===== src/rtl/mix_sequencer.sv =====
// Time-multiplexed voice mixer: fetches each unmuted voice, scales it by its
// envelope on a shared multiplier, splits it onto filter/bypass buses, runs the
// external filter, applies master volume and emits one audio sample per frame.
module mix_sequencer #(
  parameter int unsigned NUM_VOICES = 3,
  parameter int unsigned WAVE_W     = 10,
  parameter int unsigned ENV_W      = 8,
  parameter int unsigned ACC_W      = 14,
  parameter int unsigned VOL_W      = 8,
  parameter int unsigned MULT_A_W   = 24,
  parameter int unsigned MULT_B_W   = 16,
  localparam int unsigned IDX_W     = (NUM_VOICES > 1) ? $clog2(NUM_VOICES) : 1,
  localparam int unsigned PROD_W    = MULT_A_W + MULT_B_W
) (
  input  logic                     clk_i,
  input  logic                     rst_i,
  input  logic                     sample_tick_i,
  output logic                     voice_req_o,
  output logic [IDX_W-1:0]         voice_idx_o,
  input  logic                     voice_ack_i,
  input  logic signed [WAVE_W-1:0] voice_wave_i,
  input  logic [ENV_W-1:0]         env_i,
  input  logic [NUM_VOICES-1:0]    mute_i,
  input  logic [NUM_VOICES-1:0]    filt_route_i,
  output logic                     mult_start_o,
  output logic [MULT_A_W-1:0]      mult_a_o,
  output logic [MULT_B_W-1:0]      mult_b_o,
  input  logic                     mult_ready_i,
  input  logic signed [PROD_W-1:0] mult_prod_i,
  output logic                     filt_start_o,
  output logic [ACC_W-1:0]         filt_in_o,
  input  logic                     filt_ready_i,
  input  logic signed [ACC_W-1:0]  filt_out_i,
  input  logic [VOL_W-1:0]         volume_i,
  output logic signed [ACC_W-1:0]  audio_o,
  output logic                     audio_valid_o,
  output logic                     overrun_o
);

  localparam logic [ACC_W-1:0] ACC_MAX = {1'b0, {(ACC_W-1){1'b1}}};
  localparam logic [ACC_W-1:0] ACC_MIN = {1'b1, {(ACC_W-1){1'b0}}};

  typedef enum logic [2:0] {S_IDLE, S_FETCH, S_VMUL, S_NEXT, S_FILT, S_VOL, S_DONE} state_t;

  // Clamp a wide signed value into the accumulator range.
  function automatic logic [ACC_W-1:0] sat_acc(input logic [PROD_W-1:0] v);
    logic [PROD_W-ACC_W:0] top;
    top = v[PROD_W-1:ACC_W-1];
    if ((&top) || !(|top)) return v[ACC_W-1:0];
    return v[PROD_W-1] ? ACC_MIN : ACC_MAX;
  endfunction

  // Saturating add of two accumulator-width values.
  function automatic logic [ACC_W-1:0] sat_add(input logic [ACC_W-1:0] a, input logic [ACC_W-1:0] b);
    logic [ACC_W:0] s;
    s = {a[ACC_W-1], a} + {b[ACC_W-1], b};
    if (s[ACC_W] != s[ACC_W-1]) return s[ACC_W] ? ACC_MIN : ACC_MAX;
    return s[ACC_W-1:0];
  endfunction

  // Lowest unmuted voice at or above 'from'; MSB flags whether one exists.
  function automatic logic [IDX_W:0] find_voice(input logic [NUM_VOICES-1:0] mute, input int from);
    logic             found;
    logic [IDX_W-1:0] idx;
    found = 1'b0;
    idx   = '0;
    for (int i = int'(NUM_VOICES) - 1; i >= 0; i--) begin
      if (i >= from && !mute[i]) begin
        found = 1'b1;
        idx   = IDX_W'(i);
      end
    end
    return {found, idx};
  endfunction

  state_t                r_state, w_state_n;
  logic [IDX_W-1:0]      r_idx, w_idx_n;
  logic                  r_voice_req, w_voice_req_n;
  logic                  r_mult_start, w_mult_start_n;
  logic [MULT_A_W-1:0]   r_mult_a, w_mult_a_n;
  logic [MULT_B_W-1:0]   r_mult_b, w_mult_b_n;
  logic                  r_filt_start, w_filt_start_n;
  logic [ACC_W-1:0]      r_filt_in, w_filt_in_n;
  logic [ACC_W-1:0]      r_filt_acc, w_filt_acc_n;
  logic [ACC_W-1:0]      r_byp_acc, w_byp_acc_n;
  logic                  r_route_cur, w_route_cur_n;
  logic                  r_route_any, w_route_any_n;
  logic [ACC_W-1:0]      r_audio, w_audio_n;
  logic                  r_audio_valid, w_audio_valid_n;
  logic                  r_overrun, w_overrun_n;

  logic [IDX_W:0]        w_first, w_next;
  logic [ACC_W-1:0]      w_term, w_vol_prod, w_mix;

  assign w_first    = find_voice(mute_i, 0);
  assign w_next     = find_voice(mute_i, int'(r_idx) + 1);
  assign w_term     = sat_acc(mult_prod_i >>> ENV_W);
  assign w_vol_prod = sat_acc(mult_prod_i >>> VOL_W);
  assign w_mix      = sat_add(filt_out_i, r_byp_acc);

  // State and datapath registers.
  always_ff @(posedge clk_i or posedge rst_i) begin
    if (rst_i) begin
      r_state       <= S_IDLE;
      r_idx         <= '0;
      r_voice_req   <= 1'b0;
      r_mult_start  <= 1'b0;
      r_mult_a      <= '0;
      r_mult_b      <= '0;
      r_filt_start  <= 1'b0;
      r_filt_in     <= '0;
      r_filt_acc    <= '0;
      r_byp_acc     <= '0;
      r_route_cur   <= 1'b0;
      r_route_any   <= 1'b0;
      r_audio       <= '0;
      r_audio_valid <= 1'b0;
      r_overrun     <= 1'b0;
    end else begin
      r_state       <= w_state_n;
      r_idx         <= w_idx_n;
      r_voice_req   <= w_voice_req_n;
      r_mult_start  <= w_mult_start_n;
      r_mult_a      <= w_mult_a_n;
      r_mult_b      <= w_mult_b_n;
      r_filt_start  <= w_filt_start_n;
      r_filt_in     <= w_filt_in_n;
      r_filt_acc    <= w_filt_acc_n;
      r_byp_acc     <= w_byp_acc_n;
      r_route_cur   <= w_route_cur_n;
      r_route_any   <= w_route_any_n;
      r_audio       <= w_audio_n;
      r_audio_valid <= w_audio_valid_n;
      r_overrun     <= w_overrun_n;
    end
  end

  // Next-state and next-output logic; strobes default low so they pulse once.
  always_comb begin
    w_state_n       = r_state;
    w_idx_n         = r_idx;
    w_voice_req_n   = r_voice_req;
    w_mult_start_n  = 1'b0;
    w_mult_a_n      = r_mult_a;
    w_mult_b_n      = r_mult_b;
    w_filt_start_n  = 1'b0;
    w_filt_in_n     = r_filt_in;
    w_filt_acc_n    = r_filt_acc;
    w_byp_acc_n     = r_byp_acc;
    w_route_cur_n   = r_route_cur;
    w_route_any_n   = r_route_any;
    w_audio_n       = r_audio;
    w_audio_valid_n = 1'b0;
    w_overrun_n     = r_overrun | (sample_tick_i && (r_state != S_IDLE));

    case (r_state)
      S_IDLE: begin
        if (sample_tick_i) begin
          w_filt_acc_n  = '0;
          w_byp_acc_n   = '0;
          w_route_any_n = 1'b0;
          if (w_first[IDX_W]) begin
            w_idx_n       = w_first[IDX_W-1:0];
            w_voice_req_n = 1'b1;
            w_state_n     = S_FETCH;
          end else begin
            w_state_n     = S_FILT;
          end
        end
      end
      S_FETCH: begin
        if (voice_ack_i) begin
          w_voice_req_n  = 1'b0;
          w_route_cur_n  = filt_route_i[r_idx];
          w_mult_start_n = 1'b1;
          w_mult_a_n     = {{(MULT_A_W-WAVE_W){voice_wave_i[WAVE_W-1]}}, voice_wave_i};
          w_mult_b_n     = {{(MULT_B_W-ENV_W){1'b0}}, env_i};
          w_state_n      = S_VMUL;
        end
      end
      S_VMUL: begin
        if (mult_ready_i) begin
          w_mult_a_n = '0;
          w_mult_b_n = '0;
          if (r_route_cur) begin
            w_filt_acc_n  = sat_add(r_filt_acc, w_term);
            w_route_any_n = 1'b1;
          end else begin
            w_byp_acc_n   = sat_add(r_byp_acc, w_term);
          end
          w_state_n = S_NEXT;
        end
      end
      S_NEXT: begin
        if (w_next[IDX_W]) begin
          w_idx_n       = w_next[IDX_W-1:0];
          w_voice_req_n = 1'b1;
          w_state_n     = S_FETCH;
        end else begin
          w_filt_start_n = r_route_any;
          w_filt_in_n    = r_route_any ? r_filt_acc : '0;
          w_state_n      = S_FILT;
        end
      end
      S_FILT: begin
        // Filter skipped entirely when nothing was routed to it.
        if (!r_route_any || filt_ready_i) begin
          w_filt_in_n    = '0;
          w_mult_start_n = 1'b1;
          w_mult_a_n     = r_route_any ? {{(MULT_A_W-ACC_W){w_mix[ACC_W-1]}}, w_mix}
                                       : {{(MULT_A_W-ACC_W){r_byp_acc[ACC_W-1]}}, r_byp_acc};
          w_mult_b_n     = {{(MULT_B_W-VOL_W){1'b0}}, volume_i};
          w_state_n      = S_VOL;
        end
      end
      S_VOL: begin
        if (mult_ready_i) begin
          w_mult_a_n      = '0;
          w_mult_b_n      = '0;
          w_audio_n       = w_vol_prod;
          w_audio_valid_n = 1'b1;
          w_state_n       = S_DONE;
        end
      end
      S_DONE: begin
        w_state_n = S_IDLE;
      end
      default: begin
        w_state_n = S_IDLE;
      end
    endcase
  end

  assign voice_req_o   = r_voice_req;
  assign voice_idx_o   = r_idx;
  assign mult_start_o  = r_mult_start;
  assign mult_a_o      = r_mult_a;
  assign mult_b_o      = r_mult_b;
  assign filt_start_o  = r_filt_start;
  assign filt_in_o     = r_filt_in;
  assign audio_o       = r_audio;
  assign audio_valid_o = r_audio_valid;
  assign overrun_o     = r_overrun;

endmodule


===== config.mk =====
export PLATFORM = sky130hd
export DESIGN_NAME = mix_sequencer
export DESIGN_NICKNAME = d
export VERILOG_FILES = /design/src/rtl/mix_sequencer.sv
export SDC_FILE = /design/constraint.sdc
export NUM_CORES = 1
export LEC_CHECK = 0
export ABC_AREA = 0
export CAP_MARGIN = 20
export CORE_ASPECT_RATIO = 2
export CORE_MARGIN = 3
export CORE_UTILIZATION = 46
export CTS_CLUSTER_DIAMETER = 120
export CTS_CLUSTER_SIZE = 8
export DETAILED_ROUTE_END_ITERATION = 8
export PLACE_DENSITY = 0.76
export SYNTH_ARGS = -nofsm -noshare
export SYNTH_HDL_FRONTEND = slang
export SYNTH_SLANG_ARGS = --single-unit
export TNS_END_PERCENT = 20

===== constraint.sdc =====
create_clock -name clk_i -period 2.91 [get_ports clk_i]
set_input_delay 0.582 -clock clk_i [delete_from_list [all_inputs] [get_ports clk_i]]
set_output_delay 0.582 -clock clk_i [all_outputs]
set_load 0.01 [all_outputs]

==> impl_metrics.py, run 1 <==
metrics = {
    "run_status": {
        "status": "complete, but fails checks",
        "violations": "negative setup slack",
    },
    "cells_and_area": {
        "num-fill-cells": 1050,
        "final_nets": 1189,
        "drive_gt1_frac": 0.2969,
        "antenna_cells": 0,
        "area_delta_synth_final_pct": 54.25,
        "regArea_sq_mm": 0.002252,
        "multi_input_area_sq_mm": 0.004762,
    },
    "drt": {
        "wl_um": 23260,
        "post_drt_wl_per_cell_um": 18.76,
        "drtAntennaViolNets": 0,
        "vias": 7257,
        "viasPerCell": 5.852,
        "first_iter_violations": 245,
        "first_pass_iters": 4,
        "drc_errors": 0,
    },
    "clock_tree": {
        "cts_tree": "yes",
        "cts-root-buf": "clkbuf_16",
        "cts_buffer_depth": 2,
        "htreeDepth": 3,
        "cts_sinks": 90,
        "clkSlewWorstSetupHoldPaths_ns": 0.07,
        "worstSkewPairLatency_ns": 0.35,
        "cts_buffers": 9,
    },
    "timing": {
        "final-setup-viol-count": 31,
        "tightest_slew_ns": 0.9890,
        "layout_min_cycle_time_ns": 3.544,
        "hold_violations": 0,
        "clock.fmax_mhz": 282.2,
        "fin_ws_ns": -0.6341,
        "fin_crit_sh": 1.218,
        "whs_ns": 0.4873,
        "rsz0062_at_grt": "true",
        "slew_violations": 0,
        "relSlewSlack": 0.3407,
        "finalClockSkew_ns": 0.009795,
    },
    "logic_synthesis": {
        "yosysMostFrequentCell": "nand2_1",
        "ys_types": 78,
        "syn_inst": 771,
        "synth_top_cell_by_area": "dfrtp_1",
        "syn-cell-area_sq_mm": 0.006714,
        "synth.avg_cell_area_sq_um": 8.708,
        "synthTopCellsByArea": "dfrtp_1 34%, ha_1 8.9%, nand2_1 5.4%",
        "synth-seq-area-share": 0.3354,
        "synth_top_cells_by_count": "97 x nand2_1, 90 x dfrtp_1, 69 x a21oi_1, 55 x nor2_1, 48 x ha_1",
        "synth_warnings": 0,
        "async_flop_share": 1.000,
        "ys_seq_elements": 90,
        "yosysTopAreaCellShare": 0.3354,
        "synth-main-ff-cell": "dfrtp_1",
        "synth_edf_count": 0,
    },
    "grt": {
        "first_global_vias": 7441,
        "grt_max_degree": 42,
        "grt_overflow": 0,
        "track_usage": 0.2808,
        "antenna_found_initial": 0,
        "grt_pass1_wl_um": 36110,
    },
    "critical_path": {
        "crit_start": "mult_prod_i[26]",
        "crit_type": "in2reg",
        "critPathLaunchType": "input port",
        "worstSetupEndpointType": "flop",
        "r2r_cells": 10,
        "r2r-start": "r_byp_acc[5]",
        "r2r_slack_ns": 0.28,
        "r2r-end": "mult_a_o[8]",
        "crit_fanout": 7,
        "crit_required_ns": 3.17,
        "worstPathArrival_ns": 3.81,
    },
    "pwr": {
        "power_density_mw_per_mm2": 913.8,
        "power.total_uw": 9463,
        "p_leak_uw": 0.004571,
        "peakVddDrop_uv": 605.0,
    },
    "floorplanning": {
        "dieArea_sq_mm": 0.01617,
        "coreArea_sq_mm": 0.01412,
        "die_y_um": 176.9,
        "num_io_pins": 167,
        "core.rowCount": 61,
        "die_w_um": 91.43,
        "initial_core_util": 0.4755,
    },
    "min_path": {
        "whs_path_depth": 2,
        "hold_start": "filt_in_o[1]",
        "hold_class": "reg2reg",
        "holdPathEnd": "filt_in_o[1]",
    },
    "placement": {
        "gp_congestion": 0.9955,
        "dp_hpwl_um": 17670,
        "io_buffers": 150,
    },
    "run": {
        "drv_cap": 0,
    },
}
## worst max-delay path, stage by stage
cell	delay, ns
buf_2	0.11
nand4_1	0.11
nor4_2	0.29
nand4_1	0.18
o41ai_4	0.09
buf_6	0.18
nor2_4	0.07
a21o_4	0.21
buf_12	0.13
ha_4	0.27
a211oi_4	0.06
o21a_1	0.21
o31ai_4	0.28
o21ai_2	0.09
o211a_1	0.27
or3_4	0.47
a22oi_2	0.19
## worst max path at each step
stage	cells after the start	slack, ns	to
floorplan	15	-0.79	r_filt_acc[10]
global placement	16	-1.46	r_filt_acc[1]
detailed placement	16	-1.57	r_filt_acc[2]
CTS	16	-0.63	r_byp_acc[7]
global route	18	-0.81	r_byp_acc[7]
finish	17	-0.63	r_byp_acc[7]
## sequential cells by signal, indices dropped and copies added (netlist names)
register,count
mult_b_o,8
r_byp_acc,14
r_state,3
filt_start_o,1
audio_valid_o,1
r_filt_acc,14
filt_in_o,14
voice_req_o,1
voice_idx_o,2
overrun_o,1
mult_a_o,14
mult_start_o,1
audio_o,14
r_route_cur,1
r_route_any,1
## per-stage QoR
step	setup slack (ns)	instance area [sq um]	instances	util	TNS, ns
4_1_cts	-0.6327	10050	1233	0.7115	-16.13
3_3_place_gp	-1.463	9470	1208	0.6707	-45.09
2_1_floorplan	-0.7868	6925	778	-	-21.61
6_report	-0.6341	10360	1240	0.7335	-15.83
5_1_grt	-0.8131	10360	1240	0.7335	-21.35
3_5_place_dp	-1.571	9470	1208	0.6707	-47.11
## logic make-up (layout without fill, tap and decap cells)
family	after synthesis	after routing	synth area share
xor+xnor	29	29	0.03783
fa+ha+maj	53	53	0.1014
buf+inv	68	339	0.05125
compound gates	267	267	0.2740
flops	90	90	0.3354
mux	17	17	0.02795
simple gates	246	248	0.1716
other cells	1	8	0.0005585
## power breakdown
group / switching (uW) / total [uW] / internal (uW)
clock network: 542 / 1220 / 681
logic: 3070 / 6060 / 2990
registers: 426 / 2180 / 1750
total: 4040 / 9460 / 5420
## per-layer routing
metal	global-route usage	vias to the layer above	routed length, um	share of wire
met5	0	-	0	0
li1	-	3391	-	-
met3	0.04936	121	1268	0.055
met4	0.2059	0	1740	0.075
met1	0.2624	3449	7582	0.33
met2	0.5307	296	12670	0.54
## cells in the final DEF, fill, tap and decap left out, types with 11 or more instances in the layout
cell type / instances
buf_6: 16
nor2_1: 53
ha_1: 37
mux2_2: 14
a21oi_1: 61
clkdlybuf4s50_1: 131
and3_1: 14
inv_1: 14
nand3_1: 11
a22oi_2: 24
a21o_1: 16
nand4_1: 12
dfrtp_1: 90
nand2_1: 96
xnor2_1: 19
o31ai_1: 12
o21ai_0: 32
buf_4: 147
## cell type report
type | instances | share of cell area
Sequential cell | 90 | 0.2175
Multi-Input combinational cell | 622 | 0.4598
Inverter | 17 | 0.006282
Timing Repair Buffer | 306 | 0.2637
Clock buffer | 9 | 0.02175
Clock inverter | 7 | 0.008095
Tap cell | 189 | 0.02283
## timing repair
action | 4_1_cts | 5_1_grt
resized for setup | 123 | 60
buffers inserted | 7 | 5
pin swaps | 35 | 23
hold buffers | 0 | 0
gates cloned | 2 | 2
endpoints found under the setup margin | 40 | 41
No activity file was read; power rests on OpenSTA's default activity.
==> run 2, diff against run 1 <==
Settings changed: CTS_BUF_LIST set to sky130_fd_sc_hd__clkbuf_16.
Clock period 2.91 ns to 3 ns, I/O delays scaled along.
==> run 2 against run 1 <==
Effect of this change:
- the run still ends with negative setup slack left
- setup slack improved by 0.092 ns
- clock power fell by 11%
- cell area fell by 0.79%
- die area did not move
- sequential share of layout area rose by 0.17 points
- sequential cell count did not move
- critical path type unchanged
- largest power group unchanged
==> impl_metrics.py, run 2 (synthesized netlist as in run 1, its figures left out) <==
metrics = {
    "cells_and_area": {
        "final_common_cell": "buf_4",
        "area_delta_synth_final_pct": 53.04,
        "finish.utilization": 0.7277,
        "final_nets": 1186,
        "antenna_cells": 0,
        "layout_common_cells": "143 x buf_4, 130 x clkdlybuf4s50_1, 97 x nand2_1, 90 x dfrtp_1, 61 x a21oi_1",
        "drive_gt1_frac": 0.2913,
        "num-fill-cells": 1054,
    },
    "floorplanning": {
        "die_w_um": 91.43,
        "coreArea_sq_mm": 0.01412,
        "die_y_um": 176.9,
        "core.rowCount": 61,
        "num_io_pins": 167,
        "dieArea_sq_mm": 0.01617,
        "initial_core_util": 0.4755,
    },
    "timing": {
        "rsz0062_at_grt": "true",
        "layout_min_cycle_time_ns": 3.543,
        "clock.fmax_mhz": 282.3,
        "finalClockSkew_ns": 0.01131,
        "hold_violations": 0,
        "fin_ws_ns": -0.5426,
        "fin_tns_setup_ns": -13.88,
        "relSlewSlack": 0.5920,
        "fin_crit_sh": 1.181,
        "slew_violations": 0,
        "tightest_slew_ns": 0.6113,
        "final-setup-viol-count": 28,
    },
    "drt": {
        "first_iter_violations": 380,
        "wl_um": 24210,
        "post_drt_wl_per_cell_um": 19.58,
        "first_pass_iters": 5,
        "viasPerCell": 5.951,
        "drc_errors": 0,
        "drtAntennaViolNets": 0,
        "vias": 7356,
    },
    "placement": {
        "dp_hpwl_um": 17670,
        "gp_congestion": 0.9610,
        "io_buffers": 150,
        "dp_slack_ns": -1.566,
    },
    "clock_tree": {
        "cts_buffers": 9,
        "cts-root-buf": "clkbuf_16",
        "cts_sinks": 90,
        "worstSkewPairLatency_ns": 0.36,
        "htreeDepth": 3,
        "cts_tree": "yes",
        "clkSlewWorstSetupHoldPaths_ns": 0.07,
        "cts_buffer_depth": 2,
    },
    "critical_path": {
        "r2r_slack_ns": 0.28,
        "crit_type": "in2reg",
        "r2r-end": "mult_a_o[10]",
        "crit_fanout": 7,
        "worstSetupEndpointType": "flop",
        "crit_required_ns": 3.24,
        "critPathSlowestCell": "a311oi_2",
        "critPathLaunchType": "input port",
        "crit_top_cell": "nand4_1",
        "r2r_cells": 9,
        "worstPathArrival_ns": 3.78,
        "r2r-start": "r_byp_acc[3]",
        "worstPathCellList": "buf_2 -> nand4_1 -> nor4_2 -> nand4_1 -> o41ai_4 -> buf_4 -> nor2_4 -> a21o_4 -> buf_12 -> ha_4 -> a211oi_4 -> o21ai_2 -> a311oi_2 -> nor2_2 -> a32o_2 -> nor3_4 -> buf_6 -> a22oi_1",
        "critPathMaxStageDelay_ns": 0.34,
    },
    "run_status": {
        "violations": "negative setup slack",
        "status": "complete, but fails checks",
    },
    "grt": {
        "grt_overflow": 0,
        "grt_pass1_wl_um": 36160,
        "antenna_found_initial": 0,
        "track_usage": 0.2821,
        "first_global_vias": 7498,
        "grt_max_degree": 39,
    },
    "pwr": {
        "pwr-share-seq": 0.238,
        "p_leak_uw": 0.004541,
        "p_switching_uw": 3972,
        "pwr-share-clk": 0.118,
        "p_comb_frac": 0.644,
        "power.internal_uw": 5190,
        "peakVddDrop_uv": 467.2,
        "p_sw_frac": 0.4335,
        "power_density_mw_per_mm2": 891.7,
    },
    "min_path": {
        "hold_class": "reg2reg",
        "hold_start": "filt_in_o[10]",
        "holdPathEnd": "filt_in_o[10]",
        "whs_path_depth": 2,
    },
    "run": {
        "drv_cap": 0,
    },
}
==> run 2: cell types whose count changed in the layout (fill, tap and decap cells not counted), moves of 3 or more <==
| cell | delta |
|---|---|
| o21ai_0 | +3 |
| a22oi_1 | +4 |
| buf_6 | -5 |
| ha_1 | -3 |
| a22oi_2 | -4 |
| buf_2 | +4 |
| buf_4 | -4 |
==> run 2: critical path: cells and delay by family <==
| kind | cells | cell delay, ns |
|---|---|---|
| AOI/OAI and AO/OA | 7 | 1.38 |
| and+or+nand+nor | 6 | 0.96 |
| adders and majority gates | 1 | 0.22 |
| buffers and inverters | 4 | 0.61 |
==> run 2: cell type report <==
class	instances	area, sq um	area share
clock buffer	9	225.2	0.02192
clock inverter	6	42.54	0.004140
inverter	17	65.06	0.006332
multi-input combinational	622	4750	0.4622
sequential	90	2252	0.2192
tap	189	236.5	0.02302
timing repair buffer	303	2704	0.2632
==> run 2: how the worst max path moves through the flow <==
| stage | startpoint | to |
|---|---|---|
| 3_3_place_gp | mult_prod_i[22] | r_filt_acc[1] |
| 5_1_grt | mult_prod_i[23] | r_filt_acc[1] |
| 6_report | mult_prod_i[27] | r_filt_acc[7] |
| 2_1_floorplan | mult_prod_i[33] | r_filt_acc[10] |
| 3_5_place_dp | mult_prod_i[29] | r_filt_acc[8] |
| 4_1_cts | mult_prod_i[23] | r_byp_acc[6] |
==> run 2: power groups by stage <==
stage | registers (uW) | logic, uW | clock network [uW]
2_1_floorplan | 2190 | 2950 | 0
3_3_place_gp | 2160 | 5300 | 0
3_5_place_dp | 2170 | 5390 | 0
4_1_cts | 2170 | 5620 | 1090
5_1_grt | 2240 | 6370 | 1140
6_report | 2180 | 5900 | 1080
==> run 2: layer usage <==
metal	vias up	global-route usage	wire length, um	part of all wire
met5	-	0	0	0
met1	3531	0.2588	8015	0.33
met2	318	0.5469	13080	0.54
met4	0	0.1971	1816	0.075
li1	3377	-	-	-
met3	130	0.04468	1294	0.053
==> run 2: what timing repair did <==
item | 4_1_cts | 5_1_grt
pin swaps | 32 | 32
cloned | 2 | 2
setup buffers | 8 | 4
endpoints found under the setup margin | 40 | 40
hold buffers | 0 | 0
gates resized for setup | 135 | 47
==> run 2: metrics by stage <==
| stage | hold WS [ns] | area [sq um] | instances | total power [uW] |
|---|---|---|---|---|
| 3_3_place_gp | 0.4651 | 9412 | 1205 | 7454 |
| 3_5_place_dp | 0.4736 | 9412 | 1205 | 7556 |
| 5_1_grt | 0.5229 | 10270 | 1236 | 9749 |
| 6_report | 0.4835 | 10270 | 1236 | 9163 |
| 2_1_floorplan | 0.4776 | 6889 | 778 | 5139 |
| 4_1_cts | 0.4881 | 10040 | 1230 | 8882 |
==> run 3, diff against run 2 <==
Settings changed: CORE_MARGIN 3 to 2.
==> run 3 against run 2 <==
Effect of this change:
- the flow still finishes with violations (negative setup slack)
- cell count is 0.40% lower
- sequential cell count stayed put
- sequential share of layout area is 0.41 points higher
- non-clock buffer count is 9 lower
- clock-buffer cell count stayed put
- global-route usage is 1.4 points higher
- highest routed layer unchanged
- largest power group unchanged
- sequential power is 2% lower
- largest cell class unchanged
- setup slack worse by 0.060 ns
- via count is 1.5% lower
- hold slack worse by 0.0078 ns
==> impl_metrics.py, run 3 (synthesized netlist as in run 1, its figures left out) <==
metrics = {
    "placement": {
        "gp_congestion": 0.9931,
        "dp.cells": 1200,
        "dp_hpwl_um": 17450,
        "io_buffers": 150,
    },
    "cells_and_area": {
        "area_delta_synth_final_pct": 50.22,
        "finish.utilization": 0.7028,
        "final_nets": 1177,
        "antenna_cells": 0,
        "final_common_cell": "buf_4",
        "drive_gt1_frac": 0.2705,
        "layout_common_cells": "139 x buf_4, 130 x clkdlybuf4s50_1, 97 x nand2_1, 90 x dfrtp_1, 63 x a21oi_1",
        "instances_no_fill": 1231,
    },
    "grt": {
        "grt_max_degree": 91,
        "first_global_vias": 7307,
        "grt_overflow": 0,
        "antenna_found_initial": 0,
        "grt_pass1_wl_um": 35660,
        "track_usage": 0.2960,
    },
    "drt": {
        "drtAntennaViolNets": 0,
        "first_pass_iters": 5,
        "wl_um": 23310,
        "vias": 7249,
        "drc_errors": 0,
        "post_drt_wl_per_cell_um": 18.94,
        "first_iter_violations": 377,
        "viasPerCell": 5.889,
    },
    "critical_path": {
        "worstPathArrival_ns": 3.87,
        "crit_required_ns": 3.27,
        "crit_type": "in2reg",
        "worstSetupEndpointType": "flop",
        "critPathLaunchType": "input port",
        "crit_fanout": 7,
        "r2r_cells": 10,
    },
    "timing": {
        "rsz0062_at_grt": "true",
        "tightest_slew_ns": 0.9597,
        "fin_ws_ns": -0.6031,
        "fin_crit_sh": 1.201,
        "relSlewSlack": 0.3602,
        "final-setup-viol-count": 28,
        "slew_violations": 0,
        "fin_tns_setup_ns": -15.00,
        "hold_violations": 0,
        "clock.fmax_mhz": 277.5,
        "finalClockSkew_ns": 0.008897,
        "layout_min_cycle_time_ns": 3.603,
    },
    "clock_tree": {
        "cts_sinks": 90,
        "cts-root-buf": "clkbuf_16",
        "htreeDepth": 3,
        "cts_buffer_depth": 2,
        "worstSkewPairLatency_ns": 0.35,
        "cts_buffers": 9,
        "cts_tree": "yes",
        "clkSlewWorstSetupHoldPaths_ns": 0.07,
        "ctsHoldBuffers": 0,
    },
    "floorplanning": {
        "initial_core_util": 0.4678,
        "coreArea_sq_mm": 0.01435,
        "die_y_um": 174.9,
        "core.rowCount": 62,
        "dieArea_sq_mm": 0.01564,
        "die_w_um": 89.43,
        "num_io_pins": 167,
    },
    "pwr": {
        "pwr-share-clk": 0.137,
        "power.total_uw": 9205,
        "pwr-share-seq": 0.232,
        "peakVddDrop_uv": 482.3,
        "power.internal_uw": 5279,
        "p_sw_frac": 0.4265,
        "p_leak_uw": 0.004514,
        "power_density_mw_per_mm2": 912.7,
        "p_switching_uw": 3926,
        "p_comb_frac": 0.631,
    },
    "run_status": {
        "violations": "negative setup slack",
        "status": "complete, but fails checks",
    },
    "min_path": {
        "hold_class": "reg2reg",
        "whs_path_depth": 2,
    },
    "run": {
        "drv_cap": 0,
    },
}
run 3: cell types whose count changed in the layout (fill, tap and decap cells not counted), sizes merged:
cell          previous run  this run
buf                    169       160
bufinv                   0         2
clkinv                   5         3
dlygate4sd2              4         3
dlymetal6s2s             0         1
inv                     17        18
run 3: cell type report:
cell class                 count  area [sq um]
multi-input combinational    622          4607
fill                        1110          4265
timing repair buffer         294          2596
sequential                    90          2252
tap                          192         240.2
clock buffer                   9         225.2
clock inverter                 7         100.1
inverter                      17         65.06
run 3: repair_timing:
item,CTS,global route
cloned,2,0
setup buffers,12,1
resized for setup,119,36
pin swaps,30,17
setup endpoints to repair,39,41
run 3: stage by stage:
stage / cell area [sq um] / hold slack (ns) / worst slack (ns)
2_1_floorplan: 6889 / 0.4776 / -0.7487
3_3_place_gp: 9330 / 0.4603 / -1.448
3_5_place_dp: 9330 / 0.4635 / -1.557
4_1_cts: 9952 / 0.4793 / -0.5551
5_1_grt: 10090 / 0.5055 / -0.7104
6_report: 10090 / 0.4757 / -0.6031
run 3: routing by layer:
layer / up-vias / GRT usage / share of wire
met5: - / 0 / 0
met4: 0 / 0.1978 / 0.069
met3: 104 / 0.04535 / 0.048
met2: 300 / 0.5515 / 0.56
met1: 3479 / 0.2794 / 0.33
li1: 3366 / - / -
run 3: worst paths after layout:
| path | slack, ns | from | end |
|---|---|---|---|
| max | -0.60 | mult_prod_i[23] | r_byp_acc[0] |
| min | 0.48 | audio_o[13] | audio_o[13] |
| max reg2reg | 0.28 | r_byp_acc[3] | mult_a_o[8] |
| min reg2reg | 0.48 | audio_o[13] | audio_o[13] |
| max in group asynchronous | 1.93 | rst_i | mult_b_o[4] |
| min in group asynchronous | 0.66 | rst_i | filt_in_o[10] |
run 3: worst max-delay path, cell delays in order:
cell and delay, ns:
buf_6 0.10, nor4_4 0.26, nand4_1 0.19, o41ai_4 0.23, buf_4 0.20, nor2_4 0.07, a21o_1 0.20, buf_6 0.13
ha_4 0.16, buf_6 0.12, a211oi_4 0.25, o21a_2 0.22, o31ai_4 0.09, o211ai_1 0.26, a211oi_2 0.16, or3_4 0.47
a22oi_2 0.18
run 3: power by group through the flow:
stage | clock network [uW] | registers (uW) | logic (uW)
2_1_floorplan | 0 | 2190 | 2950
3_3_place_gp | 0 | 2140 | 5280
3_5_place_dp | 0 | 2140 | 5380
4_1_cts | 1280 | 2130 | 5630
5_1_grt | 1340 | 2190 | 6270
6_report | 1260 | 2140 | 5810
